## src/rtl/uart_rx_x16_if.sv

```systemverilog
// Receive-side output bundle of uart_rx_x16: data word, frame strobe, error flags, busy.
interface uart_rx_x16_if #(
  parameter int DATA_WIDTH = 8
);
  logic [DATA_WIDTH-1:0] o_data;
  logic                  o_valid;
  logic [1:0]            o_error;
  logic                  o_busy;

  modport master (output o_data, o_valid, o_error, o_busy);
  modport slave  (input  o_data, o_valid, o_error, o_busy);
endinterface

```

## src/rtl/uart_rx_x16.sv

```systemverilog
// UART receiver with 16x oversampling: 3-sample majority per bit, one-clock frame strobe
// carrying the data word and {parity_err, frame_err}.
module uart_rx_x16 #(
  parameter int DATA_WIDTH = 8,
  parameter int PARITY_EN  = 0,
  parameter int PARITY_ODD = 0
) (
  input  logic           i_clk,
  input  logic           i_rst,
  input  logic           i_tick_x16,
  input  logic           i_RX,
  uart_rx_x16_if.master  rx_if
);
  localparam int BW = $clog2(DATA_WIDTH);

  typedef enum logic [2:0] {IDLE, START, DATA, PARITY, STOP} state_t;
  state_t state_q, state_d;

  logic                  rx_m, rx_s, rx_prev;
  logic [3:0]            cnt;
  logic [BW-1:0]         bit_cnt;
  logic [DATA_WIDTH-1:0] shift;
  logic                  s7, s8, perr;
  logic                  fall, at_mid, at_end, maj, last_bit;

  assign fall     = rx_prev & ~rx_s;
  assign at_mid   = i_tick_x16 && (cnt == 4'd9);
  assign at_end   = i_tick_x16 && (cnt == 4'd15);
  // The cnt=9 sample is the live rx_s; the 7 and 8 samples were captured earlier.
  assign maj      = (s7 & s8) | (s7 & rx_s) | (s8 & rx_s);
  assign last_bit = (bit_cnt == BW'(DATA_WIDTH - 1));

  assign rx_if.o_busy = (state_q != IDLE);

  always_ff @(posedge i_clk or posedge i_rst) begin
    if (i_rst) begin
      rx_m    <= 1'b1;
      rx_s    <= 1'b1;
      rx_prev <= 1'b1;
    end else begin
      rx_m    <= i_RX;
      rx_s    <= rx_m;
      rx_prev <= rx_s;
    end
  end

  always_ff @(posedge i_clk or posedge i_rst) begin
    if (i_rst) state_q <= IDLE;
    else       state_q <= state_d;
  end

  always_comb begin
    state_d = state_q;
    case (state_q)
      IDLE:   if (fall) state_d = START;
      START: begin
        if (at_mid && maj) state_d = IDLE;
        else if (at_end)   state_d = DATA;
      end
      DATA:   if (at_end && last_bit) state_d = (PARITY_EN != 0) ? PARITY : STOP;
      PARITY: if (at_end) state_d = STOP;
      // Leave at mid stop bit so a start edge right after the stop bit is caught.
      STOP:   if (at_mid) state_d = IDLE;
      default: state_d = IDLE;
    endcase
  end

  always_ff @(posedge i_clk or posedge i_rst) begin
    if (i_rst) begin
      cnt           <= 4'd0;
      bit_cnt       <= '0;
      shift         <= '0;
      s7            <= 1'b1;
      s8            <= 1'b1;
      perr          <= 1'b0;
      rx_if.o_data  <= '0;
      rx_if.o_valid <= 1'b0;
      rx_if.o_error <= 2'b00;
    end else begin
      rx_if.o_valid <= 1'b0;
      rx_if.o_error <= 2'b00;
      if (state_q == IDLE) begin
        cnt     <= 4'd0;
        bit_cnt <= '0;
        perr    <= 1'b0;
      end else if (i_tick_x16) begin
        cnt <= cnt + 4'd1;
        if (cnt == 4'd7) s7 <= rx_s;
        if (cnt == 4'd8) s8 <= rx_s;
        case (state_q)
          DATA: begin
            if (cnt == 4'd9) shift <= {maj, shift[DATA_WIDTH-1:1]};
            if (cnt == 4'd15 && !last_bit) bit_cnt <= bit_cnt + BW'(1);
          end
          PARITY:
            if (cnt == 4'd9) perr <= ((^shift) ^ maj) != (PARITY_ODD != 0);
          STOP:
            if (cnt == 4'd9) begin
              rx_if.o_data  <= shift;
              rx_if.o_error <= {perr, ~maj};
              rx_if.o_valid <= 1'b1;
            end
          default: ;
        endcase
      end
    end
  end
endmodule
```

## src/flat_wrapper.sv

```systemverilog
// flat-port wrapper written by rule: the top's interface ports become plain ports
module uart_rx_x16_flat 
#(
  parameter int DATA_WIDTH = 8,
  parameter int PARITY_EN  = 0,
  parameter int PARITY_ODD = 0
)
  (i_clk, i_rst, i_tick_x16, i_RX, rx_if_o_data, rx_if_o_valid, rx_if_o_error, rx_if_o_busy);
  uart_rx_x16_if #(.DATA_WIDTH(DATA_WIDTH)) rx_if_i ();
  input  logic i_clk;
  input  logic i_rst;
  input  logic i_tick_x16;
  input  logic i_RX;
  output wire logic [$bits(rx_if_i.o_data)-1:0] rx_if_o_data;
  output wire logic [$bits(rx_if_i.o_valid)-1:0] rx_if_o_valid;
  output wire logic [$bits(rx_if_i.o_error)-1:0] rx_if_o_error;
  output wire logic [$bits(rx_if_i.o_busy)-1:0] rx_if_o_busy;
  assign rx_if_o_data = rx_if_i.o_data;
  assign rx_if_o_valid = rx_if_i.o_valid;
  assign rx_if_o_error = rx_if_i.o_error;
  assign rx_if_o_busy = rx_if_i.o_busy;
  uart_rx_x16 #(.DATA_WIDTH(DATA_WIDTH), .PARITY_EN(PARITY_EN), .PARITY_ODD(PARITY_ODD)) u_core (.i_clk(i_clk), .i_rst(i_rst), .i_tick_x16(i_tick_x16), .i_RX(i_RX), .rx_if(rx_if_i));
endmodule
```

## config.mk

```make
export PLATFORM = sky130hd
export DESIGN_NAME = uart_rx_x16_flat
export DESIGN_NICKNAME = d
export VERILOG_FILES = /design/src/rtl/uart_rx_x16_if.sv /design/src/rtl/uart_rx_x16.sv /design/src/flat_wrapper.sv
export SDC_FILE = /design/constraint.sdc
export NUM_CORES = 1
export LEC_CHECK = 0
export BUFFER_PORTS_ARGS = -buffer_cell sky130_fd_sc_hd__buf_2
export CORE_MARGIN = 2
export CORE_UTILIZATION = 30
export CTS_BUF_LIST = sky130_fd_sc_hd__clkbuf_16
export DETAILED_ROUTE_END_ITERATION = 8
export PLACE_DENSITY_LB_ADDON = 0.05
export SYNTH_ARGS = -nofsm -noshare
export SYNTH_HDL_FRONTEND = slang
export SYNTH_SLANG_ARGS = --single-unit
export TNS_END_PERCENT = 1
```

## constraint.sdc

```tcl
create_clock -name i_clk -period 2.53 [get_ports i_clk]
set_input_delay 0.253 -clock i_clk [delete_from_list [all_inputs] [get_ports i_clk]]
set_output_delay 0.253 -clock i_clk [all_outputs]
set_load 0.01 [all_outputs]
```

==> results list, run 1 <==
* Synth Instances: 122
* Global-route wire length before repair: 4800 um
* Ant. Diodes: 0
- Most used DFF post-synth: sky130_fd_sc_hd__dfrtp_1
- Number of enable flip-flop cells after synthesis: 0
* Critical path's slowest cell: sky130_fd_sc_hd__dfrtp_1
- Across the run, the number of max-cap violations was 0.
* Sequential cell area fraction in the yosys report: 53.0%
- In the final timing run, aggregate negative setup slack is 0 ns.
- Total number of yosys warnings: 0
- Status: finished, final reports clean
- For this block, the routed nets add up to 2820 um of wire.
- Place WS: 0.748 ns
* Placeable core area: 5440 um2
* Async S/R FF share, synth: 100%
- Number of top-level design ports: 16
- For this run, the share of the core covered by cells in the final layout is 35.9%.
* Width of the chip: 78.5 um
* Post-synth top area share: 45.1%
- After layout, the minimum clock period comes to 1.79 ns.
- Post-route clock skew: 0.00650 ns
- The H-tree was split into 2 levels.
- Setup violations remaining at the end of the flow were counted as 0.
- Of all nets on the critical path, the largest fanout is 8.
- The multi-input combinational cells in the finished layout cover a total of 726 um2.
- Data arrival time at the worst-slack endpoint: 1.94 ns
- The number of antenna violations at the first check in global routing came to 0.
- For the pin with the worst max-slew slack, the measured transition is 0.451 ns.
* Area Overhead vs Synth: 17.2%
* Maximum VDD drop: 0.342 mV
- Startpoint class of the critical path: register
* Filler Cell Count: 544
* Number of buffers inserted during clock tree synthesis: 5
- At the worst endpoint, the required time is 2.68 ns.
- The worst setup path is captured at a register.
- Wire length per cell after detailed routing: 13.1 um
* Die Height: 78.5 um
* Count of buffers inserted at the top-level ports: 15
- In this run the remaining antenna-violating nets after routing total 0.
- The congestion estimate from routability-driven global placement came to 0.712.
* Delay of the slowest cell on the worst path: 0.41 ns
- Gates resized during post-CTS repair numbered 0.
- Leaving out filler cells and counting taps, the final layout contains 216.
- Worst min-delay path class: in2async
- The number of nets in the synthesized netlist is 131.
- For this design, the CTS-stage hold fixing added 0 buffers.
- Main area contributors after synthesis: sky130_fd_sc_hd__dfrtp_1 45%, sky130_fd_sc_hd__mux2_4 12%, sky130_fd_sc_hd__dfstp_2 7.9%
* Post-synthesis average cell area: 13.6 um2
* Initial standard-cell utilization of the core: 30.6%
- In this run the power density over the cells is 785 nW/um2.
* Leakage power: 1.01 nW
* Seq. cell area: 882 um2
* Grt total ovfl: 0
- Fraction of final layout cells with drive strength greater than 1: 36.1%
- Critical path's top delay family: simple AND/OR/NAND/NOR gates
* Number of vias per cell: 4.38
- Final Slew Violations: 0
- Entering global routing, the biggest net connects 36 pins.
- Nets@finish: 152
- After layout, the worst path uses 70.6% of the clock period.
- Based on the critical path, the design can be clocked at up to 0.560 GHz.
- By count the netlist is led by 30 x sky130_fd_sc_hd__dfrtp_1, 13 x sky130_fd_sc_hd__mux2_4, 12 x sky130_fd_sc_hd__nor2_1.
- Counting both buffers and inverters, the worst setup path holds a total of 1.
- TritonCTS built the clock tree.
- Half-perimeter wire length after detailed placement: 1880 um
* Worst-case headroom to the max-slew limit: 70.0%
- Global routing used 10.3% of the available tracks across all layers.
* Largest area contributor in the synthesized netlist: sky130_fd_sc_hd__dfrtp_1
* Cell with the most instances after synthesis: sky130_fd_sc_hd__dfrtp_1
* Buffer depth of the longest clock path: 2
- Counting distinct cell types in the post-synthesis netlist gives 35.
* Final hold viol count: 0
- The first routing iteration left 59 violations.
* Source-to-sink clock delay at the later pin of the worst-skew pair: 0.27 ns
* Via count of the first global-routing pass: 955
* Sink count of the clock tree: 35
- DP Cell Count: 208
* Flip-flop and latch count after synthesis: 35
- Unrepaired setup endpoints after global routing: false
- Residual DRC: 0
- The die covers 6160 um2.
- Crit path cell chain: inv_1, ha_1, and4b_1, nand2_4, nor2_8, mux2_2
- The floorplan has 27 rows.
- Once the clock tree was built, the setup fixing pass inserted 0 buffers.
- After layout, the worst setup slack is 0.744 ns.
- The tree is rooted in a sky130_fd_sc_hd__clkbuf_16.
* Power after layout: 1.53 mW
- The synthesized netlist occupies a cell area of 1660 um2.
* Worst Setup Path Type: reg2reg
- Summing over every cut layer, the via total after detailed routing is 947.
* Clock Pin Slew Worst Setup and Hold Paths: 0.05 ns
- Detailed Routing Iterations Pass 1: 4
## worst register-to-register path, stage by stage (launching register included)
cell	delay, ns
sky130_fd_sc_hd__dfrtp_1	0.41
sky130_fd_sc_hd__inv_1	0.09
sky130_fd_sc_hd__ha_1	0.14
sky130_fd_sc_hd__and4b_1	0.39
sky130_fd_sc_hd__nand2_4	0.11
sky130_fd_sc_hd__nor2_8	0.18
sky130_fd_sc_hd__mux2_2	0.35
## state kept, by name, summed over array words and instances (netlist names)
name and cells:
u_core.rx_m 1, u_core.rx_s 1, u_core.state_q 3, u_core.s7 1, u_core.bit_cnt 3, u_core.s8 1
u_core.rx_prev 1, u_core.perr 1, u_core.cnt 4, u_core.rx_if.o_valid 1, u_core.rx_if.o_error 2, u_core.rx_if.o_data 8
u_core.shift 8
## layer usage
| metal | vias to the layer above | track usage [%] | share of wire, % |
|---|---|---|---|
| met5 | - | 0 | 0 |
| met4 | 0 | 4.74 | 1.2 |
| met3 | 4 | 3.10 | 4.1 |
| met2 | 19 | 13.9 | 42 |
| met1 | 462 | 15.0 | 52 |
| li1 | 462 | - | - |
## through the flow
step | hold slack, ns | area (um2)
2_1_floorplan | 0.257 | 1660
3_3_place_gp | 0.347 | 1810
3_5_place_dp | 0.352 | 1810
4_1_cts | 0.0704 | 1950
5_1_grt | 0.0661 | 1950
6_report | 0.0672 | 1950
## path summary, 6_finish.rpt
check / from / to / slack [ns] / cells after the start
max in group asynchronous: i_rst / u_core.rx_prev$_DFF_PP1_ / 2.12 / 3
max: u_core.cnt[1]$_DFFE_PP0P_ / u_core.shift[1]$_DFFE_PP0P_ / 0.74 / 6
max reg2reg: u_core.cnt[1]$_DFFE_PP0P_ / u_core.shift[1]$_DFFE_PP0P_ / 0.74 / 6
min in group i_clk: i_RX / u_core.rx_m$_DFF_PP1_ / 0.08 / 1
min reg2reg: u_core.rx_m$_DFF_PP1_ / u_core.rx_s$_DFF_PP1_ / 0.36 / 0
min: i_rst / u_core.cnt[1]$_DFFE_PP0P_ / 0.07 / 3
## final cells by class
cell class	count	area share, %
sequential	35	45.2
multi-input combinational	78	37.2
clock buffer	5	6.41
timing repair buffer	17	4.62
tap	72	4.62
inverter	6	1.15
clock inverter	3	0.770
## placed cells by master, fill, tap and decap left out, types with 2 or more instances in the layout
master                       n
sky130_fd_sc_hd__dfrtp_1    30
sky130_fd_sc_hd__buf_2      15
sky130_fd_sc_hd__mux2_4     13
sky130_fd_sc_hd__nor2_1     12
sky130_fd_sc_hd__xnor2_1     6
sky130_fd_sc_hd__inv_1       5
sky130_fd_sc_hd__ha_1        5
sky130_fd_sc_hd__clkbuf_16   5
sky130_fd_sc_hd__dfstp_2     5
sky130_fd_sc_hd__nand3_1     4
sky130_fd_sc_hd__mux2_2      4
sky130_fd_sc_hd__mux2i_1     3
sky130_fd_sc_hd__nand4_1     3
sky130_fd_sc_hd__nand2_1     3
sky130_fd_sc_hd__xor2_1      3
sky130_fd_sc_hd__nand3b_1    2
sky130_fd_sc_hd__o21ai_0     2
sky130_fd_sc_hd__clkinv_1    2
sky130_fd_sc_hd__buf_4       2
## where the power goes
group | leakage, nW | switching (mW) | internal [mW]
logic | 0.486 | 0.137 | 0.113
clock network | 0.0649 | 0.219 | 0.357
registers | 0.462 | 0.0810 | 0.624
## kinds of logic after synthesis
group / share of synthesized area [%]
flops: 53.0
xor+xnor: 7.07
compound gates: 1.58
mux: 16.9
buf+inv: 3.38
fa+ha+maj: 4.36
simple gates: 13.7
Note: power is estimated with default switching activity, not from simulation.
==> run 2, diff against run 1 <==
Clock period 2.53 ns to 1.45 ns, I/O delays scaled along.
==> run 2 against run 1 <==
The flow now finishes with violations (negative setup slack). Non-clock buffer count grew 21. Sequential power grew 67%. Sequential share of layout area shrank 5.1 points. Worst hold slack gained 0.24 ns. Combinational power grew to 2.9 times the previous value. Register-to-register slack lost 0.88 ns. Worst setup slack lost 0.88 ns. Clock power grew 110%.
==> results list, run 2 (synthesis results as in run 1) <==
- Timing analysis after detailed placement gives a worst setup slack of -0.231 ns.
* Sink count of the clock tree: 35
- The initialized floorplan defines 27 standard-cell rows.
- Power per cell area: 1420 nW/um2
- The worst setup path is launched from a register.
- Across every metal layer, demand over resource in global routing totals 11.6%.
- The worst setup path is captured at a register.
* Number of instances on the worst hold path: 4
- Final hold viol count: 0
* Switching power summed over all nets: 0.856 mW
- The flow ran to the end, but the final reports show violations.
- Nets@finish: 173
- Worst Setup Path Type: reg2reg
- Number of max-cap violations: 0
- In this run, the combinational gates consume 23.3% of the power.
* Die Height: 78.5 um
* Worst Path Max Fanout: 8
- Hold path startpoint: i_tick_x16
- After clock tree synthesis, the clock-pin slew on the worst setup and hold paths is 0.06 ns.
- In this run the worst hold path is classified as in2reg.
- On the final layout, the worst hold slack is 0.305 ns.
* Routed WL: 3080 um
- TritonCTS built the clock tree.
* Grt total ovfl: 0
- In this run the critical register-to-register path is captured at u_core.shift[4]$_DFFE_PP0P_.
* Residual DRC: 0
- Per report_power, the sequential group accounts for 37.6% of the total.
- Seq. cell area: 885 um2
* Shortest period the worst path allows: 1.58 ns
- Across all setup checks in the final design, the least slack found is -0.131 ns.
- Worst path required time: 1.61 ns
- Placeable core area: 5440 um2
- Number of antenna violations at the first check in global routing: 0
- The initial utilization of the core area, before any placement, comes to 30.6%.
* Leakage power: 1.14 nW
- Reg-to-reg startpoint: u_core.cnt[1]$_DFFE_PP0P_
- Flop2flop setup slack: -0.13 ns
- Via count of the first global-routing pass: 1,078
- Timing would allow up to 0.633 GHz.
- Unrepaired setup endpoints after global routing: true
- Final Slew Violations: 0
- The number of clock buffers added by TritonCTS is 5.
* Util after Layout: 40.6%
* Worst Tran Pin Value: 0.459 ns
- First-iteration detailed-routing DRC count: 12
* Maximum VDD drop: 0.772 mV
* Switching portion of total power: 27.4%
* Clock network power share: 39.1%
* Width of the chip: 78.5 um
- Number of top-level design ports: 16
- For this run, the detailed router's first-pass iteration total came to 4.
- The checks that failed: negative setup slack.
- Gp weighted congestion: 0.710
- Commonest cells after routing, fill and taps aside: 28 x sky130_fd_sc_hd__dfrtp_1, 19 x sky130_fd_sc_hd__buf_4, 16 x sky130_fd_sc_hd__mux2_4
- From synthesis to final layout, the design area changed by 32.6%.
- Antenna viol nets, final: 0
- Buffer depth of the longest clock path: 2
- Setup violations remaining at the end of the flow were counted as 18.
* DP Cell Count: 227
- Most frequent standard cell in the layout excluding fill and tap cells: sky130_fd_sc_hd__dfrtp_1
- Summing all multi-input logic gate instances after layout gives 774 um2.
- Clock skew on the completed layout was measured at 0.00617 ns.
* Cell at the root of the clock tree: sky130_fd_sc_hd__clkbuf_16
* Final period utilization: 109%
- After detailed routing, the average wire length per cell comes to 13.0 um.
- P_int: 2.27 mW
- Registers with the most flip-flops: u_core.rx_if.o_data (8), u_core.shift (8), u_core.cnt (4)
- Data arrival time at the worst-slack endpoint: 1.74 ns
* Total negative slack: -1.69 ns
* Post-Layout Cell Count: 237
- Once the clock tree was built, the setup fixing pass inserted 0 buffers.
* Half-perimeter wire length after detailed placement: 2150 um
- Die Area: 6160 um2
- Counting the fill cells in the layout gives 526.
- In this run the number of H-tree levels came out at 2.
* Worst-case headroom to the max-slew limit: 69.4%
* Worst reg2reg path depth: 6
* Ant. Diodes: 0
* Fraction of final layout cells with drive strength greater than 1: 49.7%
* Count of buffers inserted at the top-level ports: 15
- Source-to-sink clock delay at the later pin of the worst-skew pair: 0.28 ns
- Pin count of the biggest net entering global routing: 36
- End point of the worst hold path: u_core.cnt[0]$_DFFE_PP0P_
- The first global-routing pass estimated 5400 um of wire.
* Via count: 1,000
* Number of vias per cell: 4.22
-- run 2: cell types whose count changed in the layout (fill, tap and decap cells not counted), sizes merged --
| cell | before | now |
|---|---|---|
| buf | 17 | 36 |
| bufinv | 0 | 1 |
| clkinvlp | 1 | 0 |
| dlygate4sd3 | 0 | 2 |
-- run 2: layout make-up --
cell class              count  area share [%]
well taps                  72            4.08
multi-input cells          78            35.1
repair buffers             38            12.1
clock buffers               5            5.67
clock inverters             3            1.98
inverters                   6            1.02
flip-flops and latches     35            40.1
-- run 2: metal layers --
metal,up-vias,GRT usage [%],wire length [um]
li1,500,-,-
met1,480,15.6,1570
met2,15,17.4,1360
met3,5,3.45,100
met4,0,4.74,42
met5,-,0,0
-- run 2: power by group through the flow --
| stage | Clock [mW] | Sequential, mW | Combinational, mW |
|---|---|---|---|
| final | 1.22 | 1.18 | 0.730 |
| after global placement | 0 | 1.18 | 0.676 |
| after CTS | 1.27 | 1.18 | 0.737 |
| after floorplan | 0 | 1.18 | 0.386 |
| after global routing | 1.32 | 1.19 | 0.809 |
| after detailed placement | 0 | 1.18 | 0.674 |
-- run 2: how the worst max path moves through the flow --
stage                                        to                      start  cells past startpoint  slack [ns]
floorplan           u_core.shift[0]$_DFFE_PP0P_  u_core.cnt[1]$_DFFE_PP0P_                      7       -0.13
global placement    u_core.shift[0]$_DFFE_PP0P_  u_core.cnt[1]$_DFFE_PP0P_                      6       -0.20
detailed placement  u_core.shift[6]$_DFFE_PP0P_  u_core.cnt[1]$_DFFE_PP0P_                      6       -0.23
CTS                 u_core.shift[6]$_DFFE_PP0P_  u_core.cnt[1]$_DFFE_PP0P_                      6       -0.15
global route        u_core.shift[4]$_DFFE_PP0P_  u_core.cnt[1]$_DFFE_PP0P_                      6       -0.19
finish              u_core.shift[4]$_DFFE_PP0P_  u_core.cnt[1]$_DFFE_PP0P_                      6       -0.13
-- run 2: what timing repair did --
| action | CTS | global route |
|---|---|---|
| endpoints found under the hold margin | 31 | 0 |
| hold buffers | 2 | 0 |
| setup endpoints to repair | 24 | 25 |
| resized for setup | 15 | 1 |
| pin swaps | 3 | 1 |
-- run 2: worst max-delay path, cell delays in order (launching register included) --
cell,delay [ns]
sky130_fd_sc_hd__dfrtp_1,0.38
sky130_fd_sc_hd__inv_2,0.08
sky130_fd_sc_hd__ha_4,0.11
sky130_fd_sc_hd__and4b_2,0.29
sky130_fd_sc_hd__nand2_4,0.08
sky130_fd_sc_hd__nor2_8,0.21
sky130_fd_sc_hd__mux2_4,0.32
-- run 2: per-stage QoR --
stage          power (mW)  cell area [um2]
6_report             3.13             2210
5_1_grt              3.32             2210
4_1_cts              3.19             2200
3_5_place_dp         1.85             1960
3_3_place_gp         1.85             1960
2_1_floorplan        1.57             1680
